<file path="src/rtl/dmem_access_unit.sv">
// Data-memory access unit: turns byte-addressed RV32I loads/stores into word RAM accesses,
// with sub-word load formatting and a stalling read-modify-write path for SB/SH.
module dmem_access_unit #(
    parameter int unsigned ADDR_W = 10
) (
    input  logic              CLK,
    input  logic              RESET,
    input  logic              req_valid,
    input  logic              req_we,
    input  logic [2:0]        req_funct3,
    input  logic [31:0]       req_addr,
    input  logic [31:0]       req_wdata,
    output logic [31:0]       rdata,
    output logic              rdata_valid,
    output logic              stall,
    output logic              misalign,
    output logic [ADDR_W-1:0] ram_addr,
    output logic [31:0]       ram_wdata,
    output logic              ram_we,
    input  logic [31:0]       ram_rdata
);

    typedef enum logic [1:0] {StIdle, StRmwRd, StRmwWr} state_e;

    state_e state_q, state_d;

    logic [ADDR_W-1:0] req_idx;
    logic [1:0]        req_off;
    logic              unused_addr_hi;

    assign req_idx        = req_addr[ADDR_W+1:2];
    assign req_off        = req_addr[1:0];
    assign unused_addr_hi = ^req_addr[31:ADDR_W+2];

    // Load capture for the one-cycle-later formatting stage
    logic              ld_valid_q, ld_valid_d;
    logic [2:0]        ld_f3_q, ld_f3_d;
    logic [1:0]        ld_off_q, ld_off_d;

    // Read-modify-write context
    logic [ADDR_W-1:0] rmw_idx_q, rmw_idx_d;
    logic [1:0]        rmw_off_q, rmw_off_d;
    logic              rmw_half_q, rmw_half_d;
    logic [15:0]       rmw_data_q, rmw_data_d;
    logic [31:0]       merged_q, merged_d;
    logic [31:0]       merge_word;

    logic is_load, is_store, is_misal;

    // Request decode; unsupported funct3 leaves both is_load and is_store low
    always_comb begin
        is_load  = 1'b0;
        is_store = 1'b0;
        is_misal = 1'b0;
        if (req_we) begin
            case (req_funct3)
                3'd0: is_store = 1'b1;
                3'd1: begin
                    is_store = 1'b1;
                    is_misal = req_off[0];
                end
                3'd2: begin
                    is_store = 1'b1;
                    is_misal = |req_off;
                end
                default: ;
            endcase
        end else begin
            case (req_funct3)
                3'd0, 3'd4: is_load = 1'b1;
                3'd1, 3'd5: begin
                    is_load  = 1'b1;
                    is_misal = req_off[0];
                end
                3'd2: begin
                    is_load  = 1'b1;
                    is_misal = |req_off;
                end
                default: ;
            endcase
        end
    end

    // Insert the captured byte/halfword into the word read back from RAM
    always_comb begin
        merge_word = ram_rdata;
        if (rmw_half_q) begin
            if (rmw_off_q[1]) begin
                merge_word[31:16] = rmw_data_q;
            end else begin
                merge_word[15:0] = rmw_data_q;
            end
        end else begin
            case (rmw_off_q)
                2'd0: merge_word[7:0]   = rmw_data_q[7:0];
                2'd1: merge_word[15:8]  = rmw_data_q[7:0];
                2'd2: merge_word[23:16] = rmw_data_q[7:0];
                default: merge_word[31:24] = rmw_data_q[7:0];
            endcase
        end
    end

    always_comb begin
        state_d    = state_q;
        ld_valid_d = 1'b0;
        ld_f3_d    = ld_f3_q;
        ld_off_d   = ld_off_q;
        rmw_idx_d  = rmw_idx_q;
        rmw_off_d  = rmw_off_q;
        rmw_half_d = rmw_half_q;
        rmw_data_d = rmw_data_q;
        merged_d   = merged_q;
        stall      = 1'b0;
        misalign   = 1'b0;
        ram_we     = 1'b0;
        ram_addr   = '0;
        ram_wdata  = '0;

        case (state_q)
            StIdle: begin
                if (req_valid) begin
                    if (is_misal) begin
                        misalign = 1'b1;
                    end else if (is_load) begin
                        ram_addr   = req_idx;
                        ld_valid_d = 1'b1;
                        ld_f3_d    = req_funct3;
                        ld_off_d   = req_off;
                    end else if (is_store && req_funct3 == 3'd2) begin
                        ram_we    = 1'b1;
                        ram_wdata = req_wdata;
                        ram_addr  = req_idx;
                    end else if (is_store) begin
                        ram_addr   = req_idx;
                        stall      = 1'b1;
                        rmw_idx_d  = req_idx;
                        rmw_off_d  = req_off;
                        rmw_half_d = req_funct3[0];
                        rmw_data_d = req_wdata[15:0];
                        state_d    = StRmwRd;
                    end
                end
            end
            StRmwRd: begin
                stall    = 1'b1;
                ram_addr = rmw_idx_q;
                merged_d = merge_word;
                state_d  = StRmwWr;
            end
            StRmwWr: begin
                ram_we    = 1'b1;
                ram_wdata = merged_q;
                ram_addr  = rmw_idx_q;
                state_d   = StIdle;
            end
            default: state_d = StIdle;
        endcase

        // Reset also drops any write the FSM would otherwise issue this cycle
        if (RESET) begin
            stall     = 1'b0;
            misalign  = 1'b0;
            ram_we    = 1'b0;
            ram_addr  = '0;
            ram_wdata = '0;
        end
    end

    always_ff @(posedge CLK) begin
        if (RESET) begin
            state_q    <= StIdle;
            ld_valid_q <= 1'b0;
            ld_f3_q    <= '0;
            ld_off_q   <= '0;
            rmw_idx_q  <= '0;
            rmw_off_q  <= '0;
            rmw_half_q <= 1'b0;
            rmw_data_q <= '0;
            merged_q   <= '0;
        end else begin
            state_q    <= state_d;
            ld_valid_q <= ld_valid_d;
            ld_f3_q    <= ld_f3_d;
            ld_off_q   <= ld_off_d;
            rmw_idx_q  <= rmw_idx_d;
            rmw_off_q  <= rmw_off_d;
            rmw_half_q <= rmw_half_d;
            rmw_data_q <= rmw_data_d;
            merged_q   <= merged_d;
        end
    end

    // Load result formatting from the RAM word returned this cycle
    logic [7:0]  ld_byte;
    logic [15:0] ld_half;

    always_comb begin
        case (ld_off_q)
            2'd0: ld_byte = ram_rdata[7:0];
            2'd1: ld_byte = ram_rdata[15:8];
            2'd2: ld_byte = ram_rdata[23:16];
            default: ld_byte = ram_rdata[31:24];
        endcase
        ld_half = ld_off_q[1] ? ram_rdata[31:16] : ram_rdata[15:0];

        rdata = '0;
        if (rdata_valid) begin
            case (ld_f3_q)
                3'd0: rdata = {{24{ld_byte[7]}}, ld_byte};
                3'd1: rdata = {{16{ld_half[15]}}, ld_half};
                3'd4: rdata = {24'h0, ld_byte};
                3'd5: rdata = {16'h0, ld_half};
                default: rdata = ram_rdata;
            endcase
        end
    end

    assign rdata_valid = ld_valid_q & ~RESET;

endmodule

</file>
<file path="config.mk">
export PLATFORM = sky130hd
export DESIGN_NAME = dmem_access_unit
export DESIGN_NICKNAME = d
export VERILOG_FILES = /design/src/rtl/dmem_access_unit.sv
export SDC_FILE = /design/constraint.sdc
export NUM_CORES = 1
export LEC_CHECK = 0
export CORE_MARGIN = 4
export CORE_UTILIZATION = 40
export CTS_CLUSTER_DIAMETER = 200
export DETAILED_ROUTE_END_ITERATION = 6
export PLACE_DENSITY_LB_ADDON = 0.3
export REMOVE_ABC_BUFFERS = 1
export SYNTH_ARGS = -nofsm -noshare
export SYNTH_HDL_FRONTEND = slang
export SYNTH_SLANG_ARGS = --single-unit
</file>
<file path="constraint.sdc">
create_clock -name CLK -period 1.8 [get_ports CLK]
set_input_delay 0.18 -clock CLK [delete_from_list [all_inputs] [get_ports CLK]]
set_output_delay 0.18 -clock CLK [all_outputs]
set_load 0.02 [all_outputs]
</file>
# Yosys cells after proc, flatten, opt, wreduce, memory -nomap -nowiden
# Cells that the tools add are included.
# word_totals
reg_bits	69
out_inout_bits	78
# classes
n_eq_ne	18
mux	55
bitwise	7
reduce_logical	16
# ops
operator	count
$mux 32	7
$pmux 32 s4	1
$pmux 32 s2	1
$mux 10	6
$mux 16	3
$mux 8	4
$pmux 8 s3	1
$mux 1	21
$pmux 10 s2	1
$eq 3x3->1 const B	4
$mux 2	5
$ne 2x2->1 const B	5
$pmux 1 s2	4
$eq 2x1->1 const B	3
$eq 2x2->1 const B	3
$eq 3x1->1 const B	2
$logic_not 2->1	3
$logic_not 3->1	2
$not 1->1	6
$reduce_and 6->1	1
$reduce_or 2->1	3
$reduce_or 3->1	2
$reduce_and 5->1	1
$reduce_or 5->1	1
other kinds (6)	6

# Longest topological paths before layout
# depth
depth_word	11
depth_mapped	7
ltp_nobuf	6

# Worst setup path before layout
# OpenSTA, ideal clock, no wires.
# synth_timing
path_kind	input to output
start	in RESET
end	out rdata[10]
arrival_ns	1.723
required_time_ns	1.620
path_slack_ns	-0.103
stages	6
path_buffers	1
cell_sequence	buf_2 -> or2b_2 -> clkinv_1 -> o21ai_0 -> o31a_1 -> a221oi_1
# synth_via
elab_chain_len	3
# synth_lines
item	line_no	rtl
start, declared	7	input logic RESET,
$not 1->1	218	assign rdata_valid = ld_valid_q & ~RESET;
$and 1x1->1	218	
named net rdata_valid	14	output logic rdata_valid,
$mux 32	207	if (rdata_valid) begin
end, declared	13	output logic [31:0] rdata,
# The timed path passes the listed nets, and every way through them passes these cells.

# Worst setup path after layout
# layout_timing
start	reg ld_off_q[1]
end	out rdata[27]
# layout_via
elab_chain_len	4
# layout_lines
item	line_no	rtl
start, declared	38	logic [1:0] ld_off_q, ld_off_d;
start signal, assigned	184	ld_off_q <= ld_off_d;
$eq 2x2->1, or another cell as far along	198	case (ld_off_q)
$pmux 8 s3	198	
$pmux 32 s4 *	208	case (ld_f3_q)
$mux 32 *	207	
# Mark *: on every way between the ends. The rest lies on a longest branch, timed or not.

==> metrics.log <==
[metrics] run status: finished, violations left
[metrics] violated checks: negative setup slack
[metrics] number of nets at the end of the flow: 880
[metrics] Worst Path Arrival: 2.03 ns
[metrics] number of antenna violations at the first check in global routing: 0
[metrics] count of TritonRoute iterations in the first routing pass: 6
[metrics] min-delay worst type: in2reg
[metrics] detailed-route DRC error count: 0
[metrics] dominant cell type by count on the critical path: sky130_fd_sc_hd__buf_6
[metrics] register area share after synthesis: 31.0%
[metrics] CTS H-tree depth: 3
[metrics] setup slack at placement: -0.831 ns
[metrics] Top delay family on crit path: buffers and inverters
[metrics] worst vdd rail ir drop: 389 µV
[metrics] startpoint type of the worst setup path: flop
[metrics] clock buffer count from CTS: 9
[metrics] Max Freq: 452 MHz
[metrics] Fin. Hold Viols: 0
[metrics] Max Buffers Root-to-Sink: 2
[metrics] total power of the final layout: 0.00407 W
[metrics] area grow syn2layout: 71.7%
[metrics] fillcell total: 854
[metrics] routed vias/inst: 5.83
[metrics] combined buffer and inverter count along the critical path: 4
[metrics] number of cells on the worst reg-to-reg path: 7
[metrics] GR Overflow Total: 0
[metrics] total of warnings raised by yosys: 0
[metrics] Crit path required time: 1.62 ns
[metrics] transition at the pin with the smallest max-transition slack: 0.706 ns
[metrics] power density normalized to cell area: 532 nW/µm²
[metrics] routability cong.: 0.911
[metrics] final standard cell utilization of the core: 70.4%
[metrics] launch instance of the worst register-to-register path: state_q[0]
[metrics] global routing usage on met1: 35.5%
[metrics] Layout Cell Area excl Fill: 7660 µm²
[metrics] register cell area after layout: 1390 µm²
[metrics] die height: 114 µm
[metrics] Setup-failing EPs final: 75
[metrics] longest individual stage delay on the worst path: 0.40 ns
[metrics] clk_lat worst skew: 0.36 ns
[metrics] most common cell after layout, fill and taps aside: sky130_fd_sc_hd__buf_4
[metrics] worst setup path category: reg2out
[metrics] global routing usage on met3: 5.52%
[metrics] TritonCTS clock tree: done
[metrics] average wire per standard cell: 20.6 µm
[metrics] met2 layer usage reported by global route: 45.6%
[metrics] violation count after the first detailed-route iteration: 460
[metrics] quantity of hold-fixing buffers added after cts: 0
[metrics] final critical-path required period: 2.21 ns
[metrics] reported max-cap violation count: 0
[metrics] unrepaired setup endpoints after global routing: true
[metrics] pin count of the biggest net entering global routing: 52
[metrics] Critical Path End: rdata[27]
[metrics] CP Max Fanout: 12
[metrics] core region area: 10900 µm²
[metrics] final period utilization: 123%
[metrics] Root Buffer: sky130_fd_sc_hd__clkbuf_8
[metrics] post-route ant nets: 0
[metrics] ys async rst share: 0%
[metrics] worst reg-to-reg setup slack: 0.09 ns
[metrics] Die Span X: 114 µm
[metrics] element type at the critical path end: output pin
[metrics] Fin Clk Skew: 0.00579 ns
[metrics] number of gates on the worst path with buffers counted: 8
[metrics] GRT Util Overall: 27.8%
[metrics] Cell Area, Synth: 4460 µm²
[metrics] layout cells sized above 1: 40.0%
[metrics] clock sink count: 69
[metrics] placed inst area: 6700 µm²
[metrics] via total after detailed routing: 5349
[metrics] die area: 12900 µm²
[metrics] endpoint of the most critical register-to-register path: merged_q[7]
[metrics] Cell variety after synth: 50
[metrics] number of register bits inferred by synthesis: 69
[metrics] Initial Utilization: 41.0%
[metrics] fin. max-slew vios: 0
[metrics] input/output buffers: 160
[metrics] combined area of the multi-input logic cells: 3210 µm²
[metrics] I/O pin count: 181
[metrics] most used flip-flop cell after synthesis: sky130_fd_sc_hd__dfxtp_1
[metrics] Worst-path clk slew: 0.07 ns
[metrics] standard-cell row count: 38
[metrics] DP HPWL: 12.3 mm
[metrics] post-layout worst setup margin: -0.412 ns
[metrics] Slowest-stage cell, CP: sky130_fd_sc_hd__dfxtp_4
[metrics] Total Routed Length: 18.9 mm
[metrics] Hold Slack: 0.279 ns
[metrics] instance count of the mapped netlist: 533
[metrics] most frequent cells in the layout: 114 x sky130_fd_sc_hd__buf_4, 95 x sky130_fd_sc_hd__nor2_1, 75 x sky130_fd_sc_hd__clkdlybuf4s50_1
[metrics] vias in the first global route: 5462
[metrics] average instance area after synthesis: 8.37 µm²
[metrics] worst slew margin relative to its limit: 52.9%
[metrics] layer with the highest usage after global routing: met2
[metrics] diodes inserted: 0
[metrics] chain of cells forming the critical path: mux2_4 -> buf_6 -> mux2i_4 -> nor4_4 -> buf_12 -> buf_6 -> a21o_1 -> buf_6
[metrics] number of enable-type register cells in the synthesized netlist: 0
[metrics] leakage power: 3.50 nW
[metrics] first element of the critical path: ld_off_q[1]
[metrics] global-route wire length before repair: 28.7 mm
final cells by class:
class / instances / area share [%]
Clock buffer: 12 / 1.89
Clock inverter: 4 / 1.24
Inverter: 16 / 0.784
Multi-Input combinational cell: 400 / 41.9
Sequential cell: 69 / 18.2
Tap cell: 140 / 2.29
Timing Repair Buffer: 277 / 33.7
cell families (layout without fill, tap and decap cells):
family | Yosys count | after routing | share of synthesized area, %
AOI/OAI and AO/OA | 163 | 163 | 28.1
xor gates and xnor gates | 1 | 1 | 0.196
adders and majority gates | 4 | 4 | 1.12
buffers and inverters | 64 | 309 | 5.97
DFF | 69 | 69 | 31.0
muxes | 64 | 64 | 14.4
and+or+nand+nor | 168 | 168 | 19.3
cell usage after synthesis, types with 10 or more instances:
cell type / n / area [µm²]
sky130_fd_sc_hd__mux2i_1: 61 / 611
sky130_fd_sc_hd__dfxtp_1: 69 / 1380
sky130_fd_sc_hd__a22oi_1: 39 / 293
sky130_fd_sc_hd__a22o_1: 10 / 87.6
sky130_fd_sc_hd__a211oi_1: 32 / 240
sky130_fd_sc_hd__clkbuf_1: 33 / 124
sky130_fd_sc_hd__nor2_1: 103 / 387
sky130_fd_sc_hd__nand2b_1: 11 / 68.8
sky130_fd_sc_hd__a221oi_1: 24 / 210
sky130_fd_sc_hd__a21o_1: 16 / 120
sky130_fd_sc_hd__inv_1: 12 / 45.0
routing by layer:
metal / wire length (µm) / vias up / share of wire [%]
met5: 0 / - / 0
met4: 532 / 0 / 2.8
met3: 1700 / 41 / 9.0
met2: 9080 / 278 / 48
met1: 7560 / 2574 / 40
li1: - / 2456 / -
report_power, final:
part / internal [W] / total (W) / switching [W]
Combinational: 0.000472 / 0.000896 / 0.000424
Sequential: 0.00157 / 0.00161 / 0.0000400
Clock: 0.000958 / 0.00157 / 0.000611
Total: 0.00300 / 0.00407 / 0.00108
worst reg2reg max path: cells and delay by family (launching register included):
family | cells | cell delay (ns)
buffers and inverters | 4 | 0.67
flip-flops | 1 | 0.37
AO/OA/AOI/OAI | 1 | 0.26
adder cells (fa/ha/maj) | 1 | 0.18
AND/OR/NAND/NOR | 1 | 0.14
repair_timing:
| action | CTS | global route |
|---|---|---|
| pin swaps | 17 | 47 |
| endpoints found under the setup margin | 93 | 124 |
| cloned | 4 | 0 |
| setup buffers | 26 | 9 |
| resized for setup | 480 | 76 |
sequential cells by signal (all words and copies together), names as in the netlist:
signal	flops
merged_q	32
rmw_data_q	16
rmw_idx_q	10
ld_f3_q	3
ld_off_q	2
rmw_off_q	2
state_q	2
ld_valid_q	1
rmw_half_q	1
stage by stage:
step / setup TNS (ns) / cells
final: -18.40 / 918
after global routing: -23.22 / 918
after CTS: -20.77 / 911
after detailed placement: -59.08 / 867
after global placement: -54.53 / 867
after floorplan: -65.24 / 485
worst min-delay path by stage:
stage | startpoint | end | slack (ns) | cells past startpoint
2_1_floorplan | RESET | rmw_data_q[0] | 0.25 | 1
3_3_place_gp | merged_q[7] | merged_q[7] | 0.47 | 2
3_5_place_dp | merged_q[18] | merged_q[18] | 0.48 | 2
4_1_cts | req_we | ld_valid_q | 0.27 | 3
5_1_grt | req_we | ld_valid_q | 0.31 | 3
6_report | req_we | ld_valid_q | 0.28 | 3
Power figures use the tool's default switching activity.
